`config.mk`:
```
export PLATFORM = sky130hd
export DESIGN_NAME = adc_sampler
export DESIGN_NICKNAME = d
export VERILOG_FILES = /design/src/rtl/adc_sampler.sv
export SDC_FILE = /design/constraint.sdc
export NUM_CORES = 1
export LEC_CHECK = 0
export ABC_CLOCK_PERIOD_IN_PS = 2150
export BUFFER_PORTS_ARGS = -buffer_cell sky130_fd_sc_hd__clkbuf_2
export CAP_MARGIN = 5
export CORE_MARGIN = 8
export CORE_UTILIZATION = 45
export DETAILED_ROUTE_END_ITERATION = 7
export PLACE_DENSITY = 0.7
export SKIP_CTS_REPAIR_TIMING = 1
export SLEW_MARGIN = 20
export SYNTH_ARGS = -nofsm -noshare
export SYNTH_HDL_FRONTEND = slang
export SYNTH_SLANG_ARGS = --single-unit
```
`constraint.sdc`:
```
create_clock -name clk -period 2.15 [get_ports clk]
set_input_delay 0.3225 -clock clk [delete_from_list [all_inputs] [get_ports clk]]
set_output_delay 0.3225 -clock clk [all_outputs]
set_load 0.005 [all_outputs]
```
`src/rtl/adc_sampler.sv`:
```
// adc_sampler: serial-ADC front end - detector power, ADC chip-select/clock, 16-bit frame capture.
// All ADC-facing outputs are registered next-state decodes, so nothing combinational reaches the pins.
module adc_sampler #(
  parameter int CLK_DIV       = 2,
  parameter int FRAME_BITS    = 16,
  parameter int DATA_BITS     = 12,
  parameter int WARMUP_CYCLES = 1000,
  parameter int QUIET_CYCLES  = 4
) (
  input  logic                 clk,
  input  logic                 reset,
  input  logic                 enable,
  input  logic                 adc_so,
  output logic                 lt5534_en,
  output logic                 adc_cs,
  output logic                 adc_clk,
  output logic [DATA_BITS-1:0] sample,
  output logic                 sample_valid,
  output logic                 lead_err,
  output logic                 busy
);
  localparam int CNT_MAX = WARMUP_CYCLES > QUIET_CYCLES ? WARMUP_CYCLES : QUIET_CYCLES;
  localparam int CW = $clog2(CNT_MAX + 1);
  localparam int DW = $clog2(CLK_DIV + 1);
  localparam int BW = $clog2(FRAME_BITS + 1);

  typedef enum logic [2:0] {IDLE, WARMUP, SETUP, SHIFT, DONE, QUIET} state_t;

  state_t                state_q, state_d;
  logic [CW-1:0]         cnt_q, cnt_d;
  logic [DW-1:0]         div_q, div_d;
  logic [BW-1:0]         bit_q, bit_d;
  logic [FRAME_BITS-1:0] shift_q, shift_d;
  logic [DATA_BITS-1:0]  sample_q, sample_d;
  logic                  lt_en_q, lt_en_d, cs_q, cs_d, aclk_q, aclk_d;
  logic                  valid_q, valid_d, lerr_q, lerr_d;
  logic                  tick, rise, warm_done, quiet_done;

  assign tick       = div_q == DW'(CLK_DIV - 1);
  assign rise       = state_q == SHIFT && tick && !aclk_q;
  assign warm_done  = cnt_q == CW'(WARMUP_CYCLES - 1);
  assign quiet_done = cnt_q == CW'(QUIET_CYCLES - 1);

  always_ff @(posedge clk or negedge reset) begin
    if (!reset) begin
      state_q  <= IDLE;
      cnt_q    <= '0;
      div_q    <= '0;
      bit_q    <= '0;
      shift_q  <= '0;
      sample_q <= '0;
      lt_en_q  <= 1'b0;
      cs_q     <= 1'b1;
      aclk_q   <= 1'b1;
      valid_q  <= 1'b0;
      lerr_q   <= 1'b0;
    end else begin
      state_q  <= state_d;
      cnt_q    <= cnt_d;
      div_q    <= div_d;
      bit_q    <= bit_d;
      shift_q  <= shift_d;
      sample_q <= sample_d;
      lt_en_q  <= lt_en_d;
      cs_q     <= cs_d;
      aclk_q   <= aclk_d;
      valid_q  <= valid_d;
      lerr_q   <= lerr_d;
    end
  end

  always_comb begin
    state_d = state_q;
    case (state_q)
      IDLE:    state_d = enable ? WARMUP : IDLE;
      WARMUP:  state_d = !enable ? IDLE : warm_done ? SETUP : WARMUP;
      SETUP:   state_d = tick ? SHIFT : SETUP;
      SHIFT:   state_d = tick && aclk_q && bit_q == BW'(FRAME_BITS) ? DONE : SHIFT;
      DONE:    state_d = QUIET;
      QUIET:   state_d = !quiet_done ? QUIET : enable ? SETUP : IDLE;
      default: state_d = IDLE;
    endcase
  end

  // In SHIFT the adc_clk register doubles as the half-period phase (0 = low half).
  always_comb begin
    cnt_d    = (state_d == state_q && (state_q == WARMUP || state_q == QUIET)) ? cnt_q + 1'b1 : '0;
    div_d    = (state_q inside {SETUP, SHIFT} && !tick) ? div_q + 1'b1 : '0;
    bit_d    = state_q == SETUP ? '0 : bit_q + BW'(rise);
    shift_d  = rise ? {shift_q[FRAME_BITS-2:0], adc_so} : shift_q;
    lt_en_d  = state_d != IDLE;
    cs_d     = !(state_d inside {SETUP, SHIFT});
    aclk_d   = state_d != SHIFT || (state_q == SHIFT && (aclk_q ^ tick));
    valid_d  = state_d == DONE;
    sample_d = valid_d ? shift_q[DATA_BITS-1:0] : sample_q;
    lerr_d   = valid_d ? |shift_q[FRAME_BITS-1:DATA_BITS] : lerr_q;
  end

  assign lt5534_en    = lt_en_q;
  assign adc_cs       = cs_q;
  assign adc_clk      = aclk_q;
  assign sample       = sample_q;
  assign sample_valid = valid_q;
  assign lead_err     = lerr_q;
  assign busy         = state_q != IDLE;
endmodule
```
==> flow_summary_export.csv <==
group,metric,value,unit
run_status,outcome,"finished clean",
sta,min_period,1.935,ns
synth,syn_area,2241,sq um
finish,fin_util,53.71,%
worst_setup_path,crit_path_max_incr_delay,0.42,ns
cts,cts_tree,"yes",
sta,period_share,89.99,%
sta,timing.hold.ws,0.01515,ns
worst_setup_path,cp-end-kind,"register",
worst_setup_path,startpoint_type,"register",
cts,cts.sinks,53,
synth,synth_edf_count,0,
route,via_per_inst,5.117,
route,wl,3777,microns
finish,area_delta_synth_final,13.96,%
synth,synthesis.nets,179,
worst_setup_path,cp_slowest_cell,"a222oi_1",
worst_setup_path,worstPathArrival,2.11,ns
sta,setup_ws,0.2152,ns
sta,clock-skew-final,0.004891,ns
finish,design_area,2554,sq um
synth,synth-compound-area-share,1.954,%
finish,layout.nets,206,
cts,htreeDepth,2,
hold_path,hold_path.class,"input pin to asynchronous set/reset pin",
sta,slew_headroom,59.21,%
sta,final-setup-viol-count,0,
synth,ys_seq_area_share,59.30,%
die,die_height,86.57,microns
placed_design,place_inst,257,
finish,drive_above_1_share,33.84,%
cts,path_clk_slew,0.10,ns
cts,clkLatencyLatePin,0.30,ns
finish,diodes,0,
placed_design,gp_congestion,0.7731,
synth,yosys.area_share.simple,14.41,%
worst_setup_path,r2r_start,"cnt_q[0]$_DFF_PN0_",
synth,ys.flop_type,"dfrtp_1",
worst_setup_path,path_max_fanout,11,
worst_setup_path,cp_cell_sequence,"ha_1, nor4b_2, nand4_1, a222oi_1, buf_4, nor3_1",
worst_setup_path,rr_worst_depth,6,
die,dieArea,7494,sq um
power_and_ir_drop,p_leak,1.291,nW
route,ant_nets,0,
power_and_ir_drop,power.density,674.9,nW/um^2
placed_design,place.port_buffers,21,
sta,fin_setup_tns,0,ns
cts,cts-buffers-inserted,5,
synth,syn_avg_cell_area,13.18,sq um
worst_setup_path,reg2reg_setup_slack,0.22,ns
sta,worst_pin_slew,0.6118,ns
placed_design,placed_cell_area,2439,sq um
power_and_ir_drop,peakVddDrop,0.0004678,V
die,coreArea,4755,sq um
synth,ys_async_sr_fraction,100.0,%
sta,hold_violations,0,
global_routing,antenna_found_initial,0,
worst_setup_path,crit_type,"register to register",
global_routing,grt_remaining_overflow,0,
worst_setup_path,required,2.32,ns
finish,stdcell_count,265,
synth,synth_xor_area_share,4.299,%
power_and_ir_drop,total_power,1.723,mW
die,pin_count,22,
synth,yosys_warnings,0,
cts,clockRootBuffer,"clkbuf_8",
global_routing,grt_max_degree,30,
die,die_w,86.57,microns
placed_design,dp_slack,0.2129,ns
die,initial_core_util,47.13,%
route,routedWlPerCell,14.25,microns
synth,synth-adder-area-share,2.792,%
sta,max_freq,516.9,MHz
synth,netlist_instances,170,
global_routing,grt_pass1_vias,1450,
route,drt_pass1_iterations,4,
synth,synthMuxAreaShare,14.57,%
global_routing,grt_usage,11.28,%
synth,synth-seq-cells,53,
route,drc,0,
die,row_count,25,
sta,rsz0062_at_grt,"no",
run,drv_cap,0,
cts,cts_buffer_depth,2,
sta,drv_slew,0,
worst_setup_path,rr_endpoint,"cnt_q[5]$_DFF_PN0_",
route,vias,1356,
global_routing,grt_pass1_wl,6748,microns
synth,synth_top_family_by_area,"multiplexers",
placed_design,dp_hpwl,2680,microns
route,drtIter0Drc,82,
synth,ys_types,32,
-- registers in the layout, indices dropped and copies added, names as in the netlist --
| name | flops |
|---|---|
| adc_clk | 1 |
| cnt_q | 10 |
| shift_q | 16 |
| sample_valid | 1 |
| lead_err | 1 |
| lt5534_en | 1 |
| adc_cs | 1 |
| sample | 12 |
| div_q | 2 |
| bit_q | 5 |
| state_q | 3 |
-- cell usage in the layout, fill, tap and decap left out, drive strengths merged, types with 2 or more instances in the layout --
cell type  synthesis  routed
nand2              3       3
buf                4       4
ha                 5       5
nor3              13      13
nand4              3       3
nor2b              3       3
mux2              29      29
nor4b              3       3
inv                7       7
dfstp              2       2
dfrtp             51      51
xnor2              5       5
xor2               6       6
and4               3       3
nand2b             2       2
clkbuf             1      26
nor2              10      10
nand3              9       9
and3               2       2
-- cells by family (layout without fill, tap and decap cells) --
kind of cell,Yosys count,after routing
XOR/XNOR,11,11
flip-flops,53,53
AO/OA/AOI/OAI,5,5
AND/OR/NAND/NOR,55,55
buffers and inverters,12,40
adder cells (fa/ha/maj),5,5
multiplexers,29,29
-- cell type report --
type | instances | area, sq um
clock inverters | 3 | 46.29
fillers | 422 | 2201
clock buffers | 5 | 68.82
inverters | 7 | 26.28
repair buffers | 25 | 147.6
multi-input cells | 105 | 852.1
flip-flops and latches | 53 | 1329
well taps | 67 | 83.83
-- cell usage after synthesis, drive strengths merged, types with 3 or more instances --
cell type	instances	area, sq um
nand2	3	11.26
nand3	9	45.04
inv	7	26.28
nor4b	3	47.54
ha	5	62.56
nor3	13	65.06
nor2	10	37.54
and4	3	26.28
nand4	3	18.77
mux2	29	326.6
xor2	6	52.55
xnor2	5	43.79
dfrtp	51	1276
nor2b	3	18.77
buf	4	28.78
-- worst max-delay path, delay by kind of cell (launching register included) --
kind | cells | cell delay [ns]
simple gates | 3 | 0.48
compound gates | 1 | 0.42
flops | 1 | 0.40
fa+ha+maj | 1 | 0.26
buf+inv | 1 | 0.26
-- power breakdown --
| group | switching (mW) | total (mW) | internal (mW) |
|---|---|---|---|
| Clock | 0.327 | 0.675 | 0.349 |
| Combinational | 0.0316 | 0.0448 | 0.0133 |
| Sequential | 0.00358 | 1.00 | 1.00 |
| Total | 0.362 | 1.72 | 1.36 |
-- worst max-delay path by stage --
stage                              start            endpoint  cells past startpoint
finish                cnt_q[0]$_DFF_PN0_  cnt_q[5]$_DFF_PN0_                      6
global route          cnt_q[0]$_DFF_PN0_  cnt_q[2]$_DFF_PN0_                      6
global placement      cnt_q[0]$_DFF_PN0_  cnt_q[1]$_DFF_PN0_                      5
detailed placement    cnt_q[0]$_DFF_PN0_  cnt_q[7]$_DFF_PN0_                      6
CTS                   cnt_q[0]$_DFF_PN0_  cnt_q[9]$_DFF_PN0_                      6
floorplan           state_q[2]$_DFF_PN0_  bit_q[4]$_DFF_PN0_                      9
-- layer usage --
metal / track usage, % / routed length (microns)
met5: 0 / 0
met3: 3.875 / 202
met2: 17.78 / 1789
met1: 13.89 / 1746
met4: 4.225 / 38
Note: power is estimated with default switching activity, not from simulation.
